## src/rtl/jt12_pcm_feeder_if.sv

```systemverilog
// jt12_pcm_feeder_if: DAC write path in, interpolator release bus out
interface jt12_pcm_feeder_if #(parameter int AW = 2);
  logic cen55;
  logic dacen;
  logic dac_wr;
  logic [7:0] dac_din;
  logic pcm_wr;
  logic signed [8:0] pcmin;
  logic [AW:0] level;
  logic ovf;
  modport master(output cen55, dacen, dac_wr, dac_din, input pcm_wr, pcmin, level, ovf);
  modport slave(input cen55, dacen, dac_wr, dac_din, output pcm_wr, pcmin, level, ovf);
endinterface

```

## src/rtl/jt12_pcm_feeder.sv

```systemverilog
// jt12_pcm_feeder: buffers DAC bytes as signed samples and releases one per 55 kHz tick with a held strobe
module jt12_pcm_feeder #(
  parameter int AW = 2,
  parameter int HOLD = 12
) (
  input logic clk,
  input logic rst,
  jt12_pcm_feeder_if.slave bus
);
  localparam int DEPTH = 1 << AW;
  localparam int CW = $clog2(HOLD);
  typedef enum logic {IDLE, STROBE} state_t;
  state_t state_q, state_d;
  logic [CW-1:0] cnt_q, cnt_d;
  logic [AW-1:0] wp_q, wp_d, rp_q, rp_d;
  logic [AW:0] level_q, level_d;
  logic ovf_q, ovf_d;
  logic signed [8:0] pcmin_q, pcmin_d;
  logic signed [8:0] mem_q [DEPTH];
  logic signed [8:0] mem_d [DEPTH];
  logic req, full, pop, push;
  always_comb begin
    req = bus.dac_wr & bus.dacen;
    full = level_q == (AW+1)'(DEPTH);
    pop = state_q == IDLE && bus.cen55 && level_q != '0;
    push = req && (!full || pop);
    mem_d = mem_q;
    if (push) mem_d[wp_q] = {~bus.dac_din[7], bus.dac_din[6:0], 1'b0};
    wp_d = bus.dacen ? wp_q + AW'(push) : '0;
    rp_d = bus.dacen ? rp_q + AW'(pop) : '0;
    level_d = bus.dacen ? level_q + (AW+1)'(push) - (AW+1)'(pop) : '0;
    ovf_d = bus.dacen && (ovf_q || (req && full && !pop));
    pcmin_d = pop ? mem_q[rp_q] : pcmin_q;
    cnt_d = pop ? CW'(HOLD - 1) : cnt_q != '0 ? cnt_q - CW'(1) : cnt_q;
  end
  always_comb begin
    state_d = state_q == IDLE ? (pop ? STROBE : IDLE) : (cnt_q == '0 ? IDLE : STROBE);
  end
  always_comb begin
    bus.pcm_wr = state_q == STROBE;
    bus.pcmin = pcmin_q;
    bus.level = level_q;
    bus.ovf = ovf_q;
  end
  always_ff @(posedge clk) begin
    if (rst) begin
      state_q <= IDLE;
      cnt_q <= '0;
      wp_q <= '0;
      rp_q <= '0;
      level_q <= '0;
      ovf_q <= 1'b0;
      pcmin_q <= '0;
    end else begin
      state_q <= state_d;
      cnt_q <= cnt_d;
      wp_q <= wp_d;
      rp_q <= rp_d;
      level_q <= level_d;
      ovf_q <= ovf_d;
      pcmin_q <= pcmin_d;
    end
  end
  always_ff @(posedge clk) begin
    mem_q <= mem_d;
  end
endmodule

```

## src/flat_wrapper.sv

```systemverilog
// flat-port wrapper written by rule: the top's interface ports become plain ports
module jt12_pcm_feeder_flat 
#(
  parameter int AW = 2,
  parameter int HOLD = 12
)
  (clk, rst, bus_cen55, bus_dacen, bus_dac_wr, bus_dac_din, bus_pcm_wr, bus_pcmin, bus_level, bus_ovf);
  jt12_pcm_feeder_if #(.AW(AW)) bus_i ();
  input logic clk;
  input logic rst;
  input wire logic [$bits(bus_i.cen55)-1:0] bus_cen55;
  input wire logic [$bits(bus_i.dacen)-1:0] bus_dacen;
  input wire logic [$bits(bus_i.dac_wr)-1:0] bus_dac_wr;
  input wire logic [$bits(bus_i.dac_din)-1:0] bus_dac_din;
  output wire logic [$bits(bus_i.pcm_wr)-1:0] bus_pcm_wr;
  output wire logic [$bits(bus_i.pcmin)-1:0] bus_pcmin;
  output wire logic [$bits(bus_i.level)-1:0] bus_level;
  output wire logic [$bits(bus_i.ovf)-1:0] bus_ovf;
  assign bus_i.cen55 = bus_cen55;
  assign bus_i.dacen = bus_dacen;
  assign bus_i.dac_wr = bus_dac_wr;
  assign bus_i.dac_din = bus_dac_din;
  assign bus_pcm_wr = bus_i.pcm_wr;
  assign bus_pcmin = bus_i.pcmin;
  assign bus_level = bus_i.level;
  assign bus_ovf = bus_i.ovf;
  jt12_pcm_feeder #(.AW(AW), .HOLD(HOLD)) u_core (.clk(clk), .rst(rst), .bus(bus_i));
endmodule
```

## config.mk

```make
export PLATFORM = sky130hd
export DESIGN_NAME = jt12_pcm_feeder_flat
export DESIGN_NICKNAME = d
export VERILOG_FILES = /design/src/rtl/jt12_pcm_feeder_if.sv /design/src/rtl/jt12_pcm_feeder.sv /design/src/flat_wrapper.sv
export SDC_FILE = /design/constraint.sdc
export NUM_CORES = 1
export LEC_CHECK = 0
export ABC_AREA = 1
export CELL_PAD_IN_SITES_DETAIL_PLACEMENT = 0
export CELL_PAD_IN_SITES_GLOBAL_PLACEMENT = 1
export CORE_MARGIN = 2
export CORE_UTILIZATION = 44
export CTS_BUF_LIST = sky130_fd_sc_hd__clkbuf_2 sky130_fd_sc_hd__clkbuf_4 sky130_fd_sc_hd__clkbuf_8
export DETAILED_ROUTE_END_ITERATION = 10
export HOLD_SLACK_MARGIN = 0.1
export PLACE_DENSITY_LB_ADDON = 0.3
export SYNTH_ARGS = -nofsm -noshare
export SYNTH_HDL_FRONTEND = slang
export SYNTH_SLANG_ARGS = --single-unit
export TNS_END_PERCENT = 10
```

## constraint.sdc

```tcl
create_clock -name clk -period 2.05 [get_ports clk]
set_input_delay 0.205 -clock clk [delete_from_list [all_inputs] [get_ports clk]]
set_output_delay 0.205 -clock clk [all_outputs]
set_load 0.02 [all_outputs]
```

; After elaboration in Yosys (flattened, before gate mapping)
; Cells that the tools add are included.
[totals]
word_cells = 55
ff_bits = 58
input_bits = 13
[classes]
magnitude_cmp = 3
bitwise_logic = 6
n_addsub = 5
n_reduce_logical = 17
n_eq_ne = 1
n_mux = 11
[op_table]
columns = operator, count
row1 = $bwmux W36, 1
row2 = $mux W9, 3
row3 = $bmux W9 S2, 1
row4 = $demux W9 S2, 1
row5 = $mux W4, 2
row6 = $logic_and A1 B1 Y1, 7
row7 = $ge A3 B3 Y1 const B, 2
row8 = $not A2 Y3, 2
row9 = $add A2 B1 Y2, 2
row10 = $logic_not A4 Y1, 1
row11 = $reduce_bool A4 Y1, 1
row12 = $reduce_or A2 Y1, 2
row13 = $sub A4 B1 Y4 const B, 1
row14 = $add A3 B1 Y3, 1
row15 = $eq A3 B3 Y1 const B, 1
row16 = $lt A3 B1 Y1 const B, 1
row17 = $mux W1, 3
row18 = $not A1 Y1, 3
row19 = $reduce_bool A3 Y1, 1
row20 = $sub A3 B1 Y3, 1
row21 = $logic_not A1 Y1, 2
row22 = $logic_or A1 B1 Y1, 2
row23 = $reduce_bool A2 Y1, 1
row24 = $and A1 B1 Y1, 1

; Longest topological paths before layout
; Gate-level depths: netlist (run 1).
[logic_depth]
word_depth = 7
ltp_mapped = 11
ltp_nobuf = 11

; Least setup slack after synthesis (run 1)
; No wires, ideal clock.
[synth_path]
path_kind = flip-flop to flip-flop
start = register u_core.level_q[1] (netlist: u_core.bus.level[1])
end = register u_core.level_q[2] (netlist: u_core.bus.level[2])
required_time_ns = 1.980
setup_slack_ns = 0.029
n_path_buf = 1
arrival_ns = 1.951
path_stages_with_launch = 12
cell_sequence = dfxtp_1 -> nor2_2 -> nand2_4 -> nand2_4 -> buf_6 -> xnor2_1 -> ha_1 -> inv_1 -> fa_1 -> xnor2_1 -> nand2_1 -> a21oi_1
[synth_between]
elab_chain_cells = 6
elab_cells_between_ends = 8
[synth_lines]
columns = element, line
row1 = "start, declared", jt12_pcm_feeder.sv:16  ; logic [AW:0] level_q, level_d;
row2 = "start signal, assigned", jt12_pcm_feeder.sv:59  ; level_q <= level_d;
row3 = $eq A3 B3 Y1 or $reduce_bool A3 Y1 (tied branches), "jt12_pcm_feeder.sv:24, jt12_pcm_feeder.sv:25"
row4 = $logic_not A1 Y1 or $logic_and A1 B1 Y1 (tied branches), "jt12_pcm_feeder.sv:26, jt12_pcm_feeder.sv:25"
row5 = $logic_or A1 B1 Y1, jt12_pcm_feeder.sv:26  ; push = req && (!full || pop);
row6 = $logic_and A1 B1 Y1, jt12_pcm_feeder.sv:26
row7 = $add A3 B1 Y3, jt12_pcm_feeder.sv:31  ; level_d = bus.dacen ? level_q + (AW+1)'(push) - (AW+1)'(pop) : '0;
row8 = $sub A3 B1 Y3 (*), jt12_pcm_feeder.sv:31
; Every way passes the cells marked *; elsewhere a longest branch is shown, timed or not.
; A chain may end at the register's enable or synchronous reset.

; Worst setup path after layout (run 1)
[layout_path]
start = register u_core.level_q[0] (netlist: u_core.bus.level[0])
end = register u_core.level_q[2] (netlist: u_core.bus.level[2])
; The elaborated chain is that of the path after synthesis.

==> results of run 1 <==
[per-layer routing]
layer,global-route usage,vias up
met5,0,-
met4,0.0545,0
met3,0.0376,5
met2,0.234,24
met1,0.195,655
li1,-,875
[cell type report]
type                       instances  area (µm²)
clock inverter                     3        41.3
clock buffer                       5        68.8
inverter                          58         220
fill                             485        2280
tap                               70        87.6
multi-input combinational        147         676
sequential                        53        1380
timing repair buffer              39         355
[Yosys cell counts (all sizes together)]
cell | number | area share
fa | 1 | 0.0086
xnor2 | 3 | 0.011
nand4 | 1 | 0.0027
ha | 2 | 0.011
buf | 7 | 0.027
nand2 | 80 | 0.14
a21oi | 3 | 0.0064
nor3 | 4 | 0.0086
xor2 | 1 | 0.0037
or2 | 1 | 0.0027
conb | 1 | 0.0016
dfxtp | 21 | 0.18
inv | 56 | 0.091
nor2 | 31 | 0.055
clkinv | 2 | 0.0032
nand3 | 19 | 0.041
edfxtp | 32 | 0.41
[final timing paths]
kind / from / to / slack, ns / cells after the start
setup / recovery: u_core.bus.level[0]$_SDFF_PP0_ / u_core.bus.level[2]$_SDFF_PP0_ / 0.20 / 9
hold / removal: u_core.cnt_q[3]$_SDFFE_PP0P_ / u_core.cnt_q[3]$_SDFFE_PP0P_ / 0.47 / 2
setup reg to reg: u_core.bus.level[0]$_SDFF_PP0_ / u_core.bus.level[2]$_SDFF_PP0_ / 0.20 / 9
hold reg to reg: u_core.cnt_q[3]$_SDFFE_PP0P_ / u_core.cnt_q[3]$_SDFFE_PP0P_ / 0.47 / 2
[kinds of logic after synthesis]
kind of cell | count (synthesis) | synth area share
xor+xnor | 4 | 0.0150
fa+ha+maj | 3 | 0.0192
other cells | 1 | 0.00160
flops | 53 | 0.590
compound gates | 3 | 0.00641
buf+inv | 65 | 0.121
simple gates | 136 | 0.246
[power breakdown]
part / internal [mW] / leakage [nW] / switching (mW)
Sequential: 1.18 / 0.461 / 0.0306
Clock: 0.359 / 0.0518 / 0.326
Combinational: 0.152 / 0.782 / 0.198
[through the flow]
step	total power, mW	util	hold WS (ns)	TNS [ns]
after floorplan	1.47	-	0.274	0
after CTS	2.27	0.554	0.477	0
after detailed placement	1.59	0.533	0.459	-0.0361
final	2.25	0.554	0.472	0
after global routing	2.39	0.554	0.499	0
after global placement	1.58	0.533	0.452	-0.00572
[critical path: stages, from the launching register on]
cell                      delay, ns
sky130_fd_sc_hd__dfxtp_1       0.36
sky130_fd_sc_hd__nor2_2        0.17
sky130_fd_sc_hd__nand2_4       0.09
sky130_fd_sc_hd__nand2_4       0.07
sky130_fd_sc_hd__buf_4         0.22
sky130_fd_sc_hd__nor2_1        0.09
sky130_fd_sc_hd__fa_1          0.44
sky130_fd_sc_hd__xnor2_1       0.15
sky130_fd_sc_hd__nand2_1       0.06
sky130_fd_sc_hd__a21oi_1       0.13
[registers in the layout, summed over array words and instances (netlist names)]
register and flops:
u_core.bus.level 3, u_core.mem_q 32, u_core.bus.pcm_wr 1, u_core.cnt_q 4, u_core.bus.pcmin 8, u_core.rp_q 2
u_core.wp_q 2, u_core.bus.ovf 1
==> impl_metrics.tcl, run 1 <==
set metrics [dict create \
    clock_tree.htree_level_count 2 \
    route.detailed.wl_per_inst_um 10.5 \
    most-common-layout-cells "sky130_fd_sc_hd__nand2_1, sky130_fd_sc_hd__inv_1, sky130_fd_sc_hd__edfxtp_1" \
    final_critical_path_share_of_the_clock_period 0.900 \
    die_height_um 76.9 \
    grt_util_all_layers 0.148 \
    grt_max_degree 21 \
    design.die.area_um2 5920 \
    cap_viol_max_count 0 \
    number_of_antenna_violations_at_the_first_check_in_global_routing 0 \
    postPlaceCellArea_um2 2720 \
    worst_hold_class "register to register" \
    met3WireLength_um 149 \
    total_number_of_clock_tree_sinks 53 \
    first_iter_violations 36 \
    num_antenna_cells 0 \
    critical_path.startpoint_type "register" \
    cell_count_after_synthesis 265 \
    design.final.nets 320 \
    avgSynthCellArea_um2 8.83 \
    place_hpwl_mm 2.91 \
    placement.io_buffers 25 \
    syn_nets 281 \
    dr.max_layer_used "met4" \
    finalNonFillerCells 375 \
    detailedPlace.worstSlack_ns -0.0361 \
    grt_setup_unrepaired "no" \
    critical_path.endpoint_type "register" \
    drc 0 \
    design.core.area_um2 5110 \
    cts-hold-fix-buffers 0 \
    synth_cell_type_count 23 \
    initial_core_util 0.458 \
    grt_pass1_wl_mm 6.77 \
    cts_buffer_depth 2 \
    tritoncts "done" \
    wl_met2_mm 1.87 \
    ys_warn_count 0 \
    placed_cells_incl_taps 367 \
    layout-drive-gt1-share 0.0984 \
    die_x_um 76.9 \
    finalHoldViolations 0 \
    synthesis.area_um2 2340 \
    ant_nets 0 \
    cp.arrival_ns 2.08 \
    cts_post_setup_buffers_inserted 0 \
    cts_inserted_buffers 5 \
    drt_pass1_iterations 4 \
    drt-met1-wl_mm 1.85 \
    number_of_global_route_vias_before_repair 1401 \
    setup_viol 0 \
    slew_violations 0 \
    setup.worst_path.class "register to register" \
    critical_path.max_fanout 20 \
    yosysSeqAreaShare 0.590 \
    via_count 1559 \
    cts_repair_resize_count 0 \
    status "complete, no violations" \
    insertion_delay_ns 0.30 \
    synth-seq-cells 53 \
    placementRows 26 \
    clock-skew-final_ns 0.00770 \
    globalplace.congestion 0.746 \
    p_leak_nw 1.30 \
    timing.critical_path.required_ns 2.29 \
    final.setup.worst_slack_ns 0.204 \
    peakVddDrop_uv 426 \
    via_per_inst 4.16 \
    achievable-frequency_mhz 542 \
    syn_to_final_growth_pct 20.9 \
    mostFrequentLayoutCell "sky130_fd_sc_hd__nand2_1" \
    pwrdens_nw_per_um2 794 \
    number_of_primary_i_o_pins 27 \
    register_clock_pin_slew_on_the_reported_worst_setup_and_hold_paths_ns 0.09 \
    final_min_period_ns 1.85 \
    wl_mm 3.94 \
    grt-ovfl-total 0 \
    finalInstanceArea_um2 2830 \
    clock_tree.root_cell "sky130_fd_sc_hd__clkbuf_8" \
]
Note: power is estimated with default switching activity, not from simulation.
==> run 2, diff against run 1 <==
--- a/config.mk
+++ b/config.mk
@@ -17,4 +17,3 @@
 export SYNTH_ARGS = -nofsm -noshare
 export SYNTH_HDL_FRONTEND = slang
 export SYNTH_SLANG_ARGS = --single-unit
-export TNS_END_PERCENT = 10
==> results of run 2 <==
Final layout, timing and power as in run 1 (identical DEF).
==> run 3, diff against run 2 <==
--- a/config.mk
+++ b/config.mk
@@ -8,6 +8,7 @@
 export ABC_AREA = 1
 export CELL_PAD_IN_SITES_DETAIL_PLACEMENT = 0
 export CELL_PAD_IN_SITES_GLOBAL_PLACEMENT = 1
+export CORE_ASPECT_RATIO = 0.5
 export CORE_MARGIN = 2
 export CORE_UTILIZATION = 44
 export CTS_BUF_LIST = sky130_fd_sc_hd__clkbuf_2 sky130_fd_sc_hd__clkbuf_4 sky130_fd_sc_hd__clkbuf_8
==> run 3 against run 2 <==
Effect of this change: register-to-register slack is essentially flat; sequential power barely moved; hold slack better by 0.0013 ns; clock skew decreased by 0.0039 ns; fmax about the same; critical path depth stayed put; combinational power is 1% lower; routed wire length up 2.0%; sequential cell count unchanged.
==> impl_metrics.tcl, run 3 (synthesis gave the netlist of run 1 again) <==
set metrics [dict create \
    status "complete, no violations" \
    first_iter_violations 91 \
    area.sequential_um2 1380 \
    max_slew.worst_pin.slew_ns 0.521 \
    switching_portion_of_total_power 0.262 \
    final_min_period_ns 1.85 \
    syn_to_final_growth_pct 19.2 \
    drc 0 \
    cts_buffer_depth 2 \
    reg2reg_setup_slack_ns 0.20 \
    num_antenna_cells 0 \
    p_leak_nw 1.27 \
    finalHoldViolations 0 \
    register_clock_pin_slew_on_the_reported_worst_setup_and_hold_paths_ns 0.09 \
    cts_post_setup_buffers_inserted 0 \
    pwr-share-clk 0.285 \
    top_register "u_core.mem_q" \
    multiInputGateArea_um2 676 \
    n_fill_cell 448 \
    number_of_antenna_violations_at_the_first_check_in_global_routing 0 \
    mostFrequentLayoutCell "sky130_fd_sc_hd__nand2_1" \
    critical_path.endpoint_type "register" \
    design.final.nets 316 \
    placed_cells_incl_taps 363 \
    worst_slew_margin_rel 0.652 \
    cp.arrival_ns 2.09 \
    die_height_um 55.6 \
    cap_viol_max_count 0 \
    slew_violations 0 \
    design.die.area_um2 5960 \
    grt_pass1_wl_mm 6.67 \
    tritoncts "done" \
    die_x_um 107 \
    number_of_global_route_vias_before_repair 1424 \
    finish.utilization 0.556 \
    clock_tree.root_cell "sky130_fd_sc_hd__clkbuf_8" \
    internal_power_of_the_cells_mw 1.61 \
    grt_max_degree 21 \
    placementRows 18 \
    wl_mm 4.02 \
    globalplace.congestion 0.761 \
    layout-drive-gt1-share 0.0897 \
    number_of_primary_i_o_pins 27 \
    grt_setup_unrepaired "no" \
    finalInstanceArea_um2 2790 \
    grt_util_all_layers 0.149 \
    pwr-share-seq 0.556 \
    route.detailed.wl_per_inst_um 10.8 \
    initial_core_util 0.466 \
    postPlaceCellArea_um2 2690 \
    setup.worst_path.class "register to register" \
    critical_path.max_fanout 20 \
    p_sw_mw 0.572 \
    finalNonFillerCells 371 \
    combinational_group_share_of_total_power 0.158 \
    achievable-frequency_mhz 542 \
    final.setup.worst_slack_ns 0.203 \
    clock-skew-final_ns 0.00383 \
    total_number_of_clock_tree_sinks 53 \
    placement.io_buffers 25 \
    pwrdens_nw_per_um2 783 \
    ant_nets 0 \
    cts_inserted_buffers 5 \
    detailedPlace.worstSlack_ns -0.0310 \
    via_per_inst 4.28 \
    design.core.area_um2 5020 \
    cts_repair_resize_count 0 \
    cts-hold-fix-buffers 0 \
    clock_tree.htree_level_count 2 \
    most-common-layout-cells "sky130_fd_sc_hd__nand2_1, sky130_fd_sc_hd__inv_1, sky130_fd_sc_hd__edfxtp_1" \
    insertion_delay_ns 0.30 \
    drt_pass1_iterations 4 \
    peakVddDrop_uv 313 \
    grt-ovfl-total 0 \
    final_critical_path_share_of_the_clock_period 0.901 \
    hold-worst-slack_ns 0.474 \
    via_count 1588 \
    timing.critical_path.required_ns 2.29 \
    worst_hold_class "register to register" \
    setup_viol 0 \
    number_of_flip_flops_in_the_largest_register 32 \
    place_hpwl_mm 2.82 \
    critical_path.startpoint_type "register" \
]
## run 3: cell count changes in the layout (fill, tap and decap cells not counted), sizes merged
cell      delta
inv          +1
buf          -4
bufinv       -1
clkinvlp     -1
clkbuf       +1
## run 3: final timing paths
| check | startpoint | end | cells after the start |
|---|---|---|---|
| setup / recovery | u_core.bus.level[0]$_SDFF_PP0_ | u_core.bus.level[2]$_SDFF_PP0_ | 9 |
| hold / removal | u_core.cnt_q[3]$_SDFFE_PP0P_ | u_core.cnt_q[3]$_SDFFE_PP0P_ | 2 |
| setup reg to reg | u_core.bus.level[0]$_SDFF_PP0_ | u_core.bus.level[2]$_SDFF_PP0_ | 9 |
| hold reg to reg | u_core.cnt_q[3]$_SDFFE_PP0P_ | u_core.cnt_q[3]$_SDFFE_PP0P_ | 2 |
## run 3: per-stage QoR
step / total power [mW] / setup TNS [ns]
3_3_place_gp: 1.58 / -0.00620
3_5_place_dp: 1.59 / -0.0310
6_report: 2.18 / 0
2_1_floorplan: 1.47 / 0
5_1_grt: 2.31 / 0
4_1_cts: 2.21 / 0
## run 3: metal layers
layer / global-route usage / share of wire
met5: 0 / 0
met4: 0.0501 / 0.010
met3: 0.0422 / 0.040
met2: 0.213 / 0.42
met1: 0.218 / 0.53
## run 3: area by class of cell
cell class / instances / area share
sequential: 53 / 0.495
timing repair buffer: 35 / 0.117
multi-input combinational: 147 / 0.242
inverter: 58 / 0.0789
clock buffer: 6 / 0.0296
clock inverter: 2 / 0.00628
tap: 70 / 0.0314
## run 3: critical path: stages (launching register included)
cell,delay (ns)
sky130_fd_sc_hd__dfxtp_1,0.36
sky130_fd_sc_hd__nor2_2,0.16
sky130_fd_sc_hd__nand2_4,0.09
sky130_fd_sc_hd__nand2_4,0.07
sky130_fd_sc_hd__buf_4,0.22
sky130_fd_sc_hd__nor2_1,0.09
sky130_fd_sc_hd__fa_1,0.44
sky130_fd_sc_hd__xnor2_1,0.15
sky130_fd_sc_hd__nand2_1,0.06
sky130_fd_sc_hd__a21oi_1,0.14
## run 3: power by group through the flow
stage               clock network (mW)  logic, mW  registers [mW]
finish                           0.623      0.346            1.22
global route                     0.694      0.393            1.22
CTS                              0.643      0.349            1.22
detailed placement                   0      0.348            1.24
global placement                     0      0.344            1.24
floorplan                            0      0.214            1.26
